[src/rtl/or_word_bist.sv]
// Built-in self-test engine for the or_word ALU slice: drives LFSR operand pairs,
// checks c/zero against a golden OR one cycle later, and reports a verdict.
module or_word_bist #(
  parameter int unsigned WIDTH     = 20,
  parameter int unsigned NUM_ITERS = 10,
  parameter int unsigned SEED      = 49448
) (
  input  logic             clk,
  input  logic             rst,
  input  logic             start,
  output logic [WIDTH-1:0] dut_a,
  output logic [WIDTH-1:0] dut_b,
  input  logic [WIDTH-1:0] dut_c,
  input  logic             dut_zero,
  output logic             busy,
  output logic             done,
  output logic             pass,
  output logic [15:0]      fail_count,
  output logic [15:0]      first_fail_iter
);

  localparam logic [WIDTH-1:0] SEED_W    = WIDTH'(SEED);
  localparam logic [WIDTH-1:0] ONE_W     = {{(WIDTH-1){1'b0}}, 1'b1};
  localparam logic [WIDTH-1:0] SEED_A    = (SEED_W == '0) ? ONE_W : SEED_W;
  localparam logic [WIDTH-1:0] SEED_B    = (~SEED_W == '0) ? ONE_W : ~SEED_W;
  localparam logic [15:0]      ITER_LAST = 16'(NUM_ITERS - 1);
  localparam logic [15:0]      NO_FAIL   = 16'hFFFF;

  typedef enum logic [1:0] {S_IDLE, S_RUN, S_DONE} state_t;

  state_t           state_q;
  logic [15:0]      iter_q;
  logic [WIDTH-1:0] lfsr_a_q, lfsr_b_q;
  logic [WIDTH-1:0] dut_a_q, dut_b_q;
  logic             busy_q, done_q, pass_q;
  logic [15:0]      fail_count_q, first_fail_iter_q;

  logic [WIDTH-1:0] golden_c;
  logic             golden_z;
  logic             mismatch;
  logic [15:0]      fail_count_d;

  // Fibonacci x^20+x^17+1: shift left, feedback from the top bit and the bit three below it
  function automatic logic [WIDTH-1:0] lfsr_step(input logic [WIDTH-1:0] s);
    return {s[WIDTH-2:0], s[WIDTH-1] ^ s[WIDTH-4]};
  endfunction

  // Operands registered last edge have had a full cycle to settle through or_word
  always_comb begin
    golden_c     = dut_a_q | dut_b_q;
    golden_z     = (golden_c == '0);
    mismatch     = (dut_c != golden_c) || (dut_zero != golden_z);
    fail_count_d = fail_count_q;
    if (mismatch && (fail_count_q != 16'hFFFF)) begin
      fail_count_d = fail_count_q + 16'd1;
    end
  end

  always_ff @(posedge clk or posedge rst) begin
    if (rst) begin
      state_q           <= S_IDLE;
      iter_q            <= '0;
      lfsr_a_q          <= SEED_A;
      lfsr_b_q          <= SEED_B;
      dut_a_q           <= '0;
      dut_b_q           <= '0;
      busy_q            <= 1'b0;
      done_q            <= 1'b0;
      pass_q            <= 1'b0;
      fail_count_q      <= '0;
      first_fail_iter_q <= NO_FAIL;
    end else begin
      case (state_q)
        S_IDLE, S_DONE: begin
          if (start) begin
            dut_a_q           <= lfsr_a_q;
            dut_b_q           <= lfsr_b_q;
            lfsr_a_q          <= lfsr_step(lfsr_a_q);
            lfsr_b_q          <= lfsr_step(lfsr_b_q);
            iter_q            <= '0;
            fail_count_q      <= '0;
            first_fail_iter_q <= NO_FAIL;
            busy_q            <= 1'b1;
            done_q            <= 1'b0;
            pass_q            <= 1'b0;
            state_q           <= S_RUN;
          end
        end
        S_RUN: begin
          fail_count_q <= fail_count_d;
          if (mismatch && (first_fail_iter_q == NO_FAIL)) begin
            first_fail_iter_q <= iter_q;
          end
          if (iter_q == ITER_LAST) begin
            // Operands hold on the last iteration; LFSRs are not stepped again
            state_q <= S_DONE;
            busy_q  <= 1'b0;
            done_q  <= 1'b1;
            pass_q  <= (fail_count_d == 16'd0);
          end else begin
            iter_q   <= iter_q + 16'd1;
            dut_a_q  <= lfsr_a_q;
            dut_b_q  <= lfsr_b_q;
            lfsr_a_q <= lfsr_step(lfsr_a_q);
            lfsr_b_q <= lfsr_step(lfsr_b_q);
          end
        end
        default: state_q <= S_IDLE;
      endcase
    end
  end

  assign dut_a           = dut_a_q;
  assign dut_b           = dut_b_q;
  assign busy            = busy_q;
  assign done            = done_q;
  assign pass            = pass_q;
  assign fail_count      = fail_count_q;
  assign first_fail_iter = first_fail_iter_q;

endmodule
[config.mk]
export PLATFORM = sky130hd
export DESIGN_NAME = or_word_bist
export DESIGN_NICKNAME = d
export VERILOG_FILES = /design/src/rtl/or_word_bist.sv
export SDC_FILE = /design/constraint.sdc
export NUM_CORES = 1
export LEC_CHECK = 0
export BUFFER_PORTS_ARGS = -buffer_cell sky130_fd_sc_hd__clkbuf_2
export CAP_MARGIN = 20
export CORE_MARGIN = 1.5
export CORE_UTILIZATION = 50
export CTS_BUF_LIST = sky130_fd_sc_hd__clkbuf_4
export CTS_CLUSTER_SIZE = 16
export DETAILED_ROUTE_END_ITERATION = 10
export GPL_ROUTABILITY_DRIVEN = 0
export PLACE_DENSITY_LB_ADDON = 0.3
export SYNTH_ARGS = -nofsm -noshare
export SYNTH_HDL_FRONTEND = slang
export SYNTH_SLANG_ARGS = --single-unit
[constraint.sdc]
create_clock -name clk -period 7.2 [get_ports clk]
set_input_delay 0.36 -clock clk [delete_from_list [all_inputs] [get_ports clk]]
set_output_delay 0.36 -clock clk [all_outputs]
set_load 0.01 [all_outputs]
==> out/metrics.csv <==
stage,metric,value,unit
worst_setup_path,worstPathArrival,3.98,ns
grt,grt_max_degree,69,
sta,relSlewSlack,43.3,%
placed_design,portBuffers,98,
synth,seq_area_frac_synth,51.0,%
grt,grt_busiest_layer,met2,
synth,netlist_instances,622,
sta,hold_viol,0,
sta,post-route-period-util,49.2,%
synth,yosysTopAreaCell,dfrtp_1,
clock_tree,clk_root_buffer_cell,clkbuf_4,
route,vias_per_cell,5.57,
floorplanning,fp.dieH,110,um
floorplanning,rows,38,
clock_tree,cts_resized,0,
worst_setup_path,r2r_slack,3.65,ns
grt,grt_use_met2,38.8,%
worst_setup_path,cp_max_fo,61,
grt,met1_usage,32.8,%
sta,setup_viol,0,
worst_setup_path,critPathKind,reg -> reg,
clock_tree,cts_tree,built,
min_path,holdPathEnd,state_q[1],
route,drt_iter0_drc,438,
placed_design,place_area,6100,um2
min_path,hold_path.class,in -> reg,
outcome,status,finished clean,
floorplanning,core,10900,um2
sta,slew_violations,0,
synth,synth_top_area_share,34.4,%
synth,post_synth.cell_area_avg,9.13,um2
worst_setup_path,cp_slowest_cell,inv_2,
worst_setup_path,cpMostUsedCell,nor2_1,
clock_tree,cts_sinks,114,
grt,grt_overflow,0,
worst_setup_path,worstPathRequired,7.63,ns
route,drt-total-wl,13.7,mm
pwr,p_comb_share,38.1,%
worst_setup_path,crit_path_max_incr_delay,0.69,ns
worst_setup_path,endpoint_kind,flop,
layout,final_cells,850,
floorplanning,ios,99,
layout,syn_to_final_growth,13.1,%
placed_design,dp_hpwl,9.64,mm
clock_tree,clock_path_buffers,2,
worst_setup_path,rr_endpoint,iter_q[15],
grt,gr-usage-met3,6.22,%
min_path,worstHoldPathCells,4,
route,route.detailed.wl_per_inst,16.1,um
worst_setup_path,crit_family,simple AND/OR/NAND/NOR gates,
worst_setup_path,path_buf_inv,2,
sta,rsz0062_at_grt,false,
worst_setup_path,reg2regPathDepth,10,
sta,fin_ws,3.65,ns
synth,yosysWarnings,0,
clock_tree,insertion_delay,0.55,ns
pwr,switching_share,42.9,%
sta,fin_worst_skew,0.0233,ns
pwr,p_sw,0.00116,W
sta,min_period,3.55,ns
grt,grt_first_pass_wirelength,22.3,mm
placed_design,pre_cts_slack,3.70,ns
pwr,p_leak,3.16,nW
synth,synth_edf_count,0,
synth,synth_nets,649,
synth,ys_ff_latch,114,
worst_setup_path,worstPathCellList,"nand2b_1, nor2_1, nor2_4, buf_4, inv_2, nand4_4, nor3_2, nand3_1, xor2_1, nor2_1",
sta,tightest_slew,0.851,ns
grt,grt_pass1_vias,4551,
floorplanning,die-width,110,um
pwr,p_per_area,422,nW/um2
sta,tns,0,ns
worst_setup_path,r2r_start,state_q[1],
placed_design,placed_cells_incl_taps,817,
pwr,internal_power,0.00155,W
pwr,pwr-share-seq,43.0,%
clock_tree,path_clk_slew,0.10,ns
layout,drive_above_1_share,26.2,%
synth,netlist_area,5680,um2
layout,final_nets,724,
grt,antenna_found_initial,0,
route,vias,4738,
clock_tree,htreeDepth,4,
route,drc,0,
flow_run,maxCapViolCount,0,
layout,design_area,6420,um2
layout,diodes,0,
min_path,hp-start,start,
floorplanning,dieArea,12000,um2
clock_tree,cts_buffers,17,
synth,synth.distinct_cells,52,
sta,fmax,282,MHz
floorplanning,start_util,51.9,%
pwr,peakVddDrop,0.000254,V
pwr,clkPwrFrac,18.9,%
worst_setup_path,critPathLaunchType,flop,
route,drtAntennaViolNets,0,
route,first_pass_iters,5,
synth,ys.flop_type,dfrtp_1,
pwr,p_total,0.00271,W
synth,synthTopCellsByArea,"dfrtp_1 (34%), dfstp_2 (17%), nand2_1 (12%)",
synth,ys_async_sr_fraction,100,%
grt,grt_use_total,24.5,%
==> synthesized netlist by cell type (2+ instances only) <==
library cell  number
nand2_1          187
dfrtp_1           78
nor2_1            46
dfstp_2           36
buf_4             22
xnor2_1           20
o21ai_0           18
nand3_1           16
nand4_1           16
o22a_1            16
nor3_1            14
nor4_1            12
a21oi_1           11
buf_2             11
o21a_1            11
xor2_1            11
a31oi_1            9
clkbuf_1           9
and3_1             6
inv_1              6
mux2i_1            6
buf_1              5
o22ai_1            5
nor2b_1            4
a22o_1             3
ha_1               3
nand2b_1           3
or2_2              3
or3_1              3
or4_1              3
a21o_1             2
and4_1             2
mux2_2             2
nand4_2            2
nor3b_1            2
o2111ai_1          2
o31ai_1            2
==> cell type report <==
class	instances	area, um2
Clock inverter	15	183
Clock buffer	17	128
Tap cell	140	175
Timing Repair Buffer	103	531
Multi-Input combinational cell	454	2480
Fill cell	946	4510
Sequential cell	114	2900
Inverter	7	28.8
==> sequential cells by signal, summed over array words and instances, names as in the netlist <==
| signal | flops |
|---|---|
| iter_q | 16 |
| done | 1 |
| busy | 1 |
| lfsr_a_q | 19 |
| first_fail_iter | 16 |
| dut_b | 15 |
| state_q | 2 |
| pass | 1 |
| lfsr_b_q | 20 |
| fail_count | 16 |
| dut_a | 7 |
==> timing repair <==
action / 4_1_cts / 5_1_grt
buffers inserted: 0 / 0
endpoints found under the hold margin: 23 / 0
hold buffers: 1 / 0
==> power groups by stage <==
| stage | Combinational, W | Sequential, W | Clock (W) |
|---|---|---|---|
| 6_report | 0.00103 | 0.00117 | 0.000512 |
| 5_1_grt | 0.00115 | 0.00120 | 0.000553 |
| 4_1_cts | 0.00103 | 0.00116 | 0.000521 |
| 3_5_place_dp | 0.00103 | 0.00117 | 0 |
| 3_3_place_gp | 0.00101 | 0.00116 | 0 |
| 2_1_floorplan | 0.000768 | 0.00113 | 0 |
==> how the worst max path moves through the flow <==
stage                           from    endpoint  slack [ns]  depth (start not counted)
final                     state_q[1]  iter_q[15]        3.65                         10
after CTS                 iter_q[12]  iter_q[13]        3.67                         11
after floorplan                  rst        busy        3.88                          1
after global placement    iter_q[12]  iter_q[13]        3.79                         11
after detailed placement  iter_q[12]  iter_q[13]        3.70                         11
after global routing      state_q[1]  iter_q[15]        3.35                         10
==> placed cells by master, fill, tap and decap left out, types with 3 or more instances in the layout <==
cell / netlist / routed
a22o_1: 3 / 3
inv_6: 0 / 3
nand2b_1: 3 / 3
clkinvlp_4: 0 / 4
xnor2_1: 20 / 20
or3_1: 3 / 3
clkinv_4: 0 / 3
nor3_1: 14 / 14
a21oi_1: 11 / 11
or4_1: 3 / 3
o21a_1: 11 / 11
a31oi_1: 9 / 9
or2_2: 3 / 3
clkbuf_4: 0 / 17
mux2i_1: 6 / 6
nand4_1: 16 / 16
nor4_1: 12 / 12
o22ai_1: 5 / 5
nor2b_1: 4 / 4
xor2_1: 11 / 11
ha_1: 3 / 3
clkbuf_2: 0 / 98
nand3_1: 16 / 16
bufinv_16: 0 / 3
nand2_1: 187 / 187
o21ai_0: 18 / 18
dfstp_2: 36 / 36
dfrtp_1: 78 / 78
nor2_1: 46 / 46
o22a_1: 16 / 16
inv_1: 6 / 5
and3_1: 6 / 6
buf_4: 22 / 4
==> worst register-to-register path: cells and delay by family (launching register included) <==
family	cells	cell delay (ns)
AND/OR/NAND/NOR	7	1.88
buffers and inverters	2	1.02
XOR/XNOR	1	0.14
flip-flops	1	0.41
==> cell families after synthesis <==
kind of cell	Yosys count	share of synthesized area [%]
adders and majority gates	3	0.661
and+or+nand+nor	325	26.1
xor gates and xnor gates	32	5.07
AOI/OAI and AO/OA	86	10.4
muxes	8	1.45
buffers and inverters	54	5.27
DFF	114	51.0
==> metal layers <==
metal  vias up  wire length [um]  share of wire (%)
met5         -                 0                  0
met4         0               204                1.5
met3        27               859                6.3
met2       156              6500                 47
met1      2277              6150                 45
li1       2278                 -                  -
==> metrics by stage <==
step	utilization (%)	hold WS [ns]
finish	58.7	0.138
global route	58.7	0.103
CTS	58.7	0.110
detailed placement	55.8	0.448
global placement	55.8	0.447
floorplan	-	0.439
Note: power is estimated with default switching activity, not from simulation.
